--- src/rtl/vga_timing_gen.sv ---
// Parametrised VGA raster timing generator: one h/v counter pair with a runtime pixel
// clock enable. All outputs are registered and lag the counters by one enabled cycle.
module vga_timing_gen #(
  parameter int H_VIS  = 1024,
  parameter int H_FP   = 24,
  parameter int H_SYNC = 136,
  parameter int H_BP   = 160,
  parameter int V_VIS  = 768,
  parameter int V_FP   = 3,
  parameter int V_SYNC = 6,
  parameter int V_BP   = 29,
  parameter bit H_POL  = 1'b0,
  parameter bit V_POL  = 1'b0,
  parameter int CNT_W  = 11,
  parameter int FCNT_W = 8
) (
  input  logic              clk,
  input  logic              rst_n,
  input  logic              ce,
  output logic              hsync,
  output logic              vsync,
  output logic              de,
  output logic [CNT_W-1:0]  x,
  output logic [CNT_W-1:0]  y,
  output logic              line_start,
  output logic              frame_start,
  output logic              vblank,
  output logic [FCNT_W-1:0] frame_cnt
);

  localparam int H_TOTAL = H_VIS + H_FP + H_SYNC + H_BP;
  localparam int V_TOTAL = V_VIS + V_FP + V_SYNC + V_BP;

  if (H_TOTAL > (1 << CNT_W) || V_TOTAL > (1 << CNT_W)) begin : g_width_check
    $error("vga_timing_gen: CNT_W too small for H_TOTAL/V_TOTAL");
  end
  if (H_SYNC < 1 || V_SYNC < 1) begin : g_sync_check
    $error("vga_timing_gen: sync widths must be at least 1");
  end

  localparam logic [CNT_W-1:0] H_LAST   = CNT_W'(H_TOTAL - 1);
  localparam logic [CNT_W-1:0] V_LAST   = CNT_W'(V_TOTAL - 1);
  localparam logic [CNT_W-1:0] H_VIS_C  = CNT_W'(H_VIS);
  localparam logic [CNT_W-1:0] V_VIS_C  = CNT_W'(V_VIS);
  localparam logic [CNT_W-1:0] HS_FIRST = CNT_W'(H_VIS + H_FP);
  localparam logic [CNT_W-1:0] HS_LAST  = CNT_W'(H_VIS + H_FP + H_SYNC - 1);
  localparam logic [CNT_W-1:0] VS_FIRST = CNT_W'(V_VIS + V_FP);
  localparam logic [CNT_W-1:0] VS_LAST  = CNT_W'(V_VIS + V_FP + V_SYNC - 1);

  logic [CNT_W-1:0] h;
  logic [CNT_W-1:0] v;
  logic             h_wrap;
  logic             v_wrap;
  logic             de_dec;
  logic             hs_act;
  logic             vs_act;
  logic             origin;

  always_comb begin
    h_wrap = (h == H_LAST);
    v_wrap = (v == V_LAST);
    de_dec = (h < H_VIS_C) && (v < V_VIS_C);
    hs_act = (h >= HS_FIRST) && (h <= HS_LAST);
    vs_act = (v >= VS_FIRST) && (v <= VS_LAST);
    origin = (h == '0) && (v == '0);
  end

  // Wrap compares use equality so the counters can never run past TOTAL-1.
  always_ff @(posedge clk or negedge rst_n) begin
    if (!rst_n) begin
      h <= '0;
      v <= '0;
    end else if (ce) begin
      if (h_wrap) begin
        h <= '0;
        v <= v_wrap ? '0 : v + CNT_W'(1);
      end else begin
        h <= h + CNT_W'(1);
      end
    end
  end

  // Strobes drop on every clk edge so they stay one clk wide even when ce is sparse.
  always_ff @(posedge clk or negedge rst_n) begin
    if (!rst_n) begin
      x           <= '0;
      y           <= '0;
      de          <= 1'b0;
      vblank      <= 1'b0;
      hsync       <= ~H_POL;
      vsync       <= ~V_POL;
      line_start  <= 1'b0;
      frame_start <= 1'b0;
      frame_cnt   <= '0;
    end else begin
      line_start  <= 1'b0;
      frame_start <= 1'b0;
      if (ce) begin
        x           <= h;
        y           <= v;
        de          <= de_dec;
        vblank      <= (v >= V_VIS_C);
        hsync       <= hs_act ? H_POL : ~H_POL;
        vsync       <= vs_act ? V_POL : ~V_POL;
        line_start  <= (h == '0);
        frame_start <= origin;
        if (origin) begin
          frame_cnt <= frame_cnt + FCNT_W'(1);
        end
      end
    end
  end

endmodule

--- config.mk ---
export PLATFORM = sky130hd
export DESIGN_NAME = vga_timing_gen
export DESIGN_NICKNAME = d
export VERILOG_FILES = /design/src/rtl/vga_timing_gen.sv
export SDC_FILE = /design/constraint.sdc
export NUM_CORES = 1
export LEC_CHECK = 0
export CORE_UTILIZATION = 50
export CTS_CLUSTER_DIAMETER = 100
export CTS_CLUSTER_SIZE = 8
export DETAILED_ROUTE_END_ITERATION = 8
export PLACE_DENSITY = 0.76
export SETUP_SLACK_MARGIN = 0.1
export SYNTH_ARGS = -nofsm -noshare
export SYNTH_HDL_FRONTEND = slang
export SYNTH_SLANG_ARGS = --single-unit
--- constraint.sdc ---
create_clock -name clk -period 2.3 [get_ports clk]
set_input_delay 0.23 -clock clk [delete_from_list [all_inputs] [get_ports clk]]
set_output_delay 0.23 -clock clk [all_outputs]
set_load 0.05 [all_outputs]
==> results_dict.tcl <==
set metrics [dict create \
    outcome "finished clean" \
    sequentialPowerShare_pct 48.7 \
    drt_pre_antenna_iters 4 \
    insertedDiodeCount 0 \
    cts_root_buf "sky130_fd_sc_hd__clkbuf_8" \
    type_of_element_launching_the_critical_path "register" \
    p_sw_share_pct 31.1 \
    finalSetupViolations 0 \
    postSynth.asyncResetShare_pct 100 \
    slew_headroom_pct 53.4 \
    post_synth.cell_area_avg_um2 11.3 \
    power_per_unit_of_standard_cell_area_nw_per_um2 768 \
    worstSetupEndpointType "register" \
    cts_made_buffers 9 \
    post_route_clock_period_utilization_pct 87.7 \
    commonest_non_fill_non_tap_cell_in_the_layout "sky130_fd_sc_hd__dfrtp_1" \
    grt_setup_unrepaired "no" \
    clock_sinks 58 \
    starting_density_of_the_core_pct 52.1 \
    timing.critical_path.fanout_max 9 \
    synth-main-ff-cell "sky130_fd_sc_hd__dfrtp_1" \
    synth.yosys.seq_area_share_pct 54.6 \
    gp_congestion 0.830 \
    worst_supply_voltage_drop_on_vdd_v 0.000429 \
    area_growth_syn_to_layout_pct 22.4 \
    nets 285 \
    share_of_layout_cells_above_drive_strength_1_pct 17.1 \
    power.total_mw 2.50 \
    cp_data_required_time_ps 2520 \
    switchingPower_uw 779 \
    dpl_cell_area_um2 3090 \
    floorplan.core_area_um2 5110 \
    antenna_violations_before_repair 0 \
    most-common-layout-cells "sky130_fd_sc_hd__dfrtp_1 (56), sky130_fd_sc_hd__clkdlybuf4s50_1 (37), sky130_fd_sc_hd__mux2_2 (23)" \
    grt_max_degree 59 \
    placement_rows 26 \
    drt-vias-per-instance 5.39 \
    power.static_leakage_nw 1.47 \
    gr-total-overflow 0 \
    synth_fp_nets 244 \
    stdcell_count 351 \
    design.portCount 39 \
    antenna_left 0 \
    finalSetupTns_ps 0 \
    min-delay-path-class "in2async" \
    cts-root-to-sink-buffers 2 \
    dieArea_um2 5620 \
    yosys_register_bits 58 \
    route.detailed.wl_per_inst_um 14.3 \
    number_of_warnings_reported_in_the_yosys_synthesis_log 0 \
    timing.clock.skew_ps 5.82 \
    drt_wl_total_mm 5.03 \
    combPwrFrac_pct 20.0 \
    remaining_drc_errors 0 \
    maxClockFrequency_ghz 0.496 \
    grt_pass1_vias 1758 \
    worst-endpoint-arrival_ps 2240 \
    yosysUniqueCellTypes 39 \
    synth-edff-count 0 \
    tritoncts "done" \
    layout.cell_area.non_filler_um2 3260 \
    syn_area_um2 2660 \
    holdBufCountCts 0 \
    cts_htree_levels 3 \
    groute.usage.overall_pct 20.3 \
    floorplan_die_width_um 75.0 \
    syn_inst 235 \
    internal_power_mw 1.72 \
    slew_violations 0 \
    detailedRoute.firstIterationViolations 74 \
    clkSlewWorstSetupHoldPaths_ps 60 \
    vias 1892 \
    finish.utilization_pct 63.8 \
    cts_resized 0 \
    layout_min_cycle_time_ps 2020 \
    clk_latency_ps 330 \
    numPortBuffers 38 \
    timing.setup.critical_path_class "reg2reg" \
    worstMarginPinSlew_ps 699 \
    floorplan.die.height_um 75.0 \
    grt_first_pass_wirelength_mm 8.27 \
    postCtsSetupBuffers 0 \
    post-dp-hpwl_mm 3.49 \
    power.share.clock_pct 31.3 \
    dp.cells 335 \
    timing.final.hold_violations 0 \
    max-cap-violations 0 \
]
==> routing by layer <==
layer	vias to the layer above	routed length [um]	GRT usage [%]
li1	922	-	-
met1	912	2400	26.3
met2	49	2270	31.0
met3	9	261	6.29
met4	0	102	10.1
met5	-	0	0
==> cell usage after synthesis, drive strengths merged (2+ instances only) <==
cell type / number / area, um2
xnor2: 10 / 87.6
buf: 5 / 35.0
nand2: 17 / 63.8
a31oi: 3 / 18.8
o31ai: 4 / 30.0
inv: 10 / 37.5
dfstp: 2 / 52.6
and3: 5 / 31.3
mux2: 23 / 259
a21oi: 7 / 35.0
nand4: 9 / 56.3
clkbuf: 7 / 26.3
o21ai: 11 / 55.1
or4: 2 / 18.8
ha: 6 / 75.1
xor2: 4 / 35.0
a41oi: 3 / 26.3
nor3: 6 / 35.0
and4: 3 / 26.3
nand3: 9 / 45.0
o22ai: 2 / 12.5
nor2: 12 / 47.6
nor2b: 5 / 31.3
dfrtp: 56 / 1400
and2: 2 / 12.5
nor4: 3 / 33.8
nand2b: 3 / 18.8
==> through the flow <==
step | hold slack (ps) | worst slack (ps)
2_1_floorplan | -65.6 | 466
3_3_place_gp | 416 | 279
3_5_place_dp | 416 | 261
4_1_cts | 54.8 | 285
5_1_grt | 112 | 174
6_report | 26.7 | 283
==> final timing paths <==
check	cells after the start	end	start	slack (ps)
setup / recovery	4	frame_cnt[1]$_DFFE_PN0P_	v[7]$_DFFE_PN0P_	280
hold / removal	2	frame_cnt[3]$_DFFE_PN0P_	rst_n	30
setup reg to reg	4	frame_cnt[1]$_DFFE_PN0P_	v[7]$_DFFE_PN0P_	280
hold reg to reg	1	frame_cnt[7]$_DFFE_PN0P_	frame_cnt[7]$_DFFE_PN0P_	500
max in group asynchronous	2	y[10]$_DFFE_PN0P_	rst_n	1800
min in group clk	1	frame_cnt[7]$_DFFE_PN0P_	frame_cnt[7]$_DFFE_PN0P_	500
==> final cells by class <==
class	count	area, um2
Inverter	10	37.5
Multi-Input combinational cell	155	1110
Clock buffer	13	149
Fill cell	430	1850
Clock inverter	3	15.0
Tap cell	70	87.6
Timing Repair Buffer	42	405
Sequential cell	58	1450
==> cells by family after synthesis <==
logic type      share of synthesized area, %
simple gates                            16.3
flops                                   54.6
xor+xnor                                4.60
compound gates                          7.90
mux                                     10.1
fa+ha+maj                               2.82
buf+inv                                 3.71
==> critical path: stages, from the launching register on <==
cell	delay [ps]
sky130_fd_sc_hd__dfrtp_1	450
sky130_fd_sc_hd__or4_4	590
sky130_fd_sc_hd__nor2_2	110
sky130_fd_sc_hd__and4_1	380
sky130_fd_sc_hd__mux2_2	370
==> power by group through the flow <==
stage               logic, mW  clock network, mW  registers, mW
global placement        0.492                  0           1.23
detailed placement      0.505                  0           1.24
finish                  0.500              0.783           1.22
global route            0.542              0.843           1.24
floorplan               0.175                  0           1.39
CTS                     0.506              0.812           1.22
==> state kept, by name, summed over array words and instances, names as in the netlist <==
name	cells
de	1
frame_cnt	8
frame_start	1
h	11
hsync	1
line_start	1
v	11
vblank	1
vsync	1
x	11
y	11
(Power assumes the default switching activity.)
==> patch, RTL diff (same settings) <==
The parameter `V_POL` goes from 1'b0 to 1'b1.
--- a/src/rtl/vga_timing_gen.sv
+++ b/src/rtl/vga_timing_gen.sv
@@ -11,5 +11,5 @@
   parameter int V_BP   = 29,
   parameter bit H_POL  = 1'b0,
-  parameter bit V_POL  = 1'b0,
+  parameter bit V_POL  = 1'b1,
   parameter int CNT_W  = 11,
   parameter int FCNT_W = 8
Behaviour: not the same (a bounded check fails within 4 cycles, from zero or initial values and one cycle with rst_n low).
==> patch against the unedited design <==
Largest power group unchanged; non-clock buffer count is 2 higher; power is 5.6% higher; design area is 4.2% higher; wire length is 7.3% higher; largest cell class unchanged; worst setup slack better by 0.038 ns; count of clock-buffer cells in the layout is 2 lower; sequential cell count stayed put; synthesized area is 3.9% higher; critical endpoint is now v[3]$_DFFE_PN0P_; sequential power hardly changed.
==> patch: results (changes against the unedited design) <==
{| class="wikitable"
! Metric !! Value
|-
| Number of distinct standard cells referenced by the synthesized netlist || 47 (+21%)
|-
| First DRT Iteration DRCs || 100 (+35%)
|-
| Count of multi-input gates || 159 (+2.6%)
|-
| Final-layout non-clock buffer area share || 12.8% (+0.38 points)
|-
| Ratio of cells with drive above 1 in the final layout || 18.3% (+1.3 points)
|-
| Data arrival time of the critical path || 2.21 ns (-0.03 ns)
|-
| Worst Reg-to-Reg Cells || 5 (+1)
|-
| Place WS || 0.253 ns (-0.00781 ns)
|-
| Share of the synthesized area in compound gates (AO/OA/AOI/OAI) || 8.01% (+0.11 points)
|-
| Maximum vdd ir drop || 0.000617 V (+44%)
|-
| Clk cell area share || 6.01% (+0.98 points)
|-
| Multiplexer fraction of the synthesized cell area || 10.1% (-0.017 points)
|-
| Fill cell instance count of the final layout || 431 (+0.23%)
|-
| NumNets Final || 293 (+2.8%)
|-
| Buffer count excluding the clock tree in the final layout || 44 (+4.8%)
|-
| Detail Placement HPWL || 3510 microns (+0.54%)
|-
| Synthesized-area fraction occupied by adder cells || 2.71% (-0.11 points)
|-
| Signal inverters || 12 (+2)
|-
| Post-CTS Hold Buffers || 1 (+1)
|-
| Final routed wirelength across all metal layers || 5400 microns (+7.3%)
|-
| Post-placement cell area || 0.00318 sq mm (+2.8%)
|-
| Slowest stage cell on the critical path || sky130_fd_sc_hd__and4b_1
|-
| Final setup skew || 0.00479 ns (-0.00102 ns)
|-
| Die Outline Area || 0.00583 sq mm (+3.8%)
|-
| Status || complete, no violations
|}
patch: changes by cell type after synthesis, moves of 3 or more:
cell                      before  now
sky130_fd_sc_hd__and3_1        5    2
sky130_fd_sc_hd__buf_2         1    5
sky130_fd_sc_hd__nand2_1      17   11
sky130_fd_sc_hd__nand3_1       9   13
sky130_fd_sc_hd__nor3_1        5    2
sky130_fd_sc_hd__nor4_1        2    6
sky130_fd_sc_hd__o31ai_1       4    1
sky130_fd_sc_hd__xnor2_1      10    3
sky130_fd_sc_hd__xor2_1        4   12
patch: power groups by stage:
stage / registers (mW) / clock network, mW / logic [mW]
after floorplan: 1.35 / 0 / 0.184
after global placement: 1.23 / 0 / 0.467
after detailed placement: 1.24 / 0 / 0.476
after CTS: 1.22 / 0.963 / 0.479
after global routing: 1.24 / 1.01 / 0.511
final: 1.22 / 0.943 / 0.475
patch: layer usage:
metal	global-route usage, %	part of all wire, %	vias up
met5	0	0	-
met4	6.92	0.70	0
met3	6.59	4.3	4
met2	31.1	48	48
met1	28.5	47	977
li1	-	-	966
patch: worst paths after layout:
| check | startpoint | endpoint | slack [ns] |
|---|---|---|---|
| setup / recovery | h[0]$_DFFE_PN0P_ | v[3]$_DFFE_PN0P_ | 0.32 |
| hold / removal | rst_n | frame_cnt[4]$_DFFE_PN0P_ | 0.41 |
| setup reg to reg | h[0]$_DFFE_PN0P_ | v[3]$_DFFE_PN0P_ | 0.32 |
| hold reg to reg | frame_cnt[7]$_DFFE_PN0P_ | frame_cnt[7]$_DFFE_PN0P_ | 0.47 |
| max in group asynchronous | rst_n | hsync$_DFFE_PN1P_ | 1.55 |
| min in group clk | frame_cnt[7]$_DFFE_PN0P_ | frame_cnt[7]$_DFFE_PN0P_ | 0.47 |
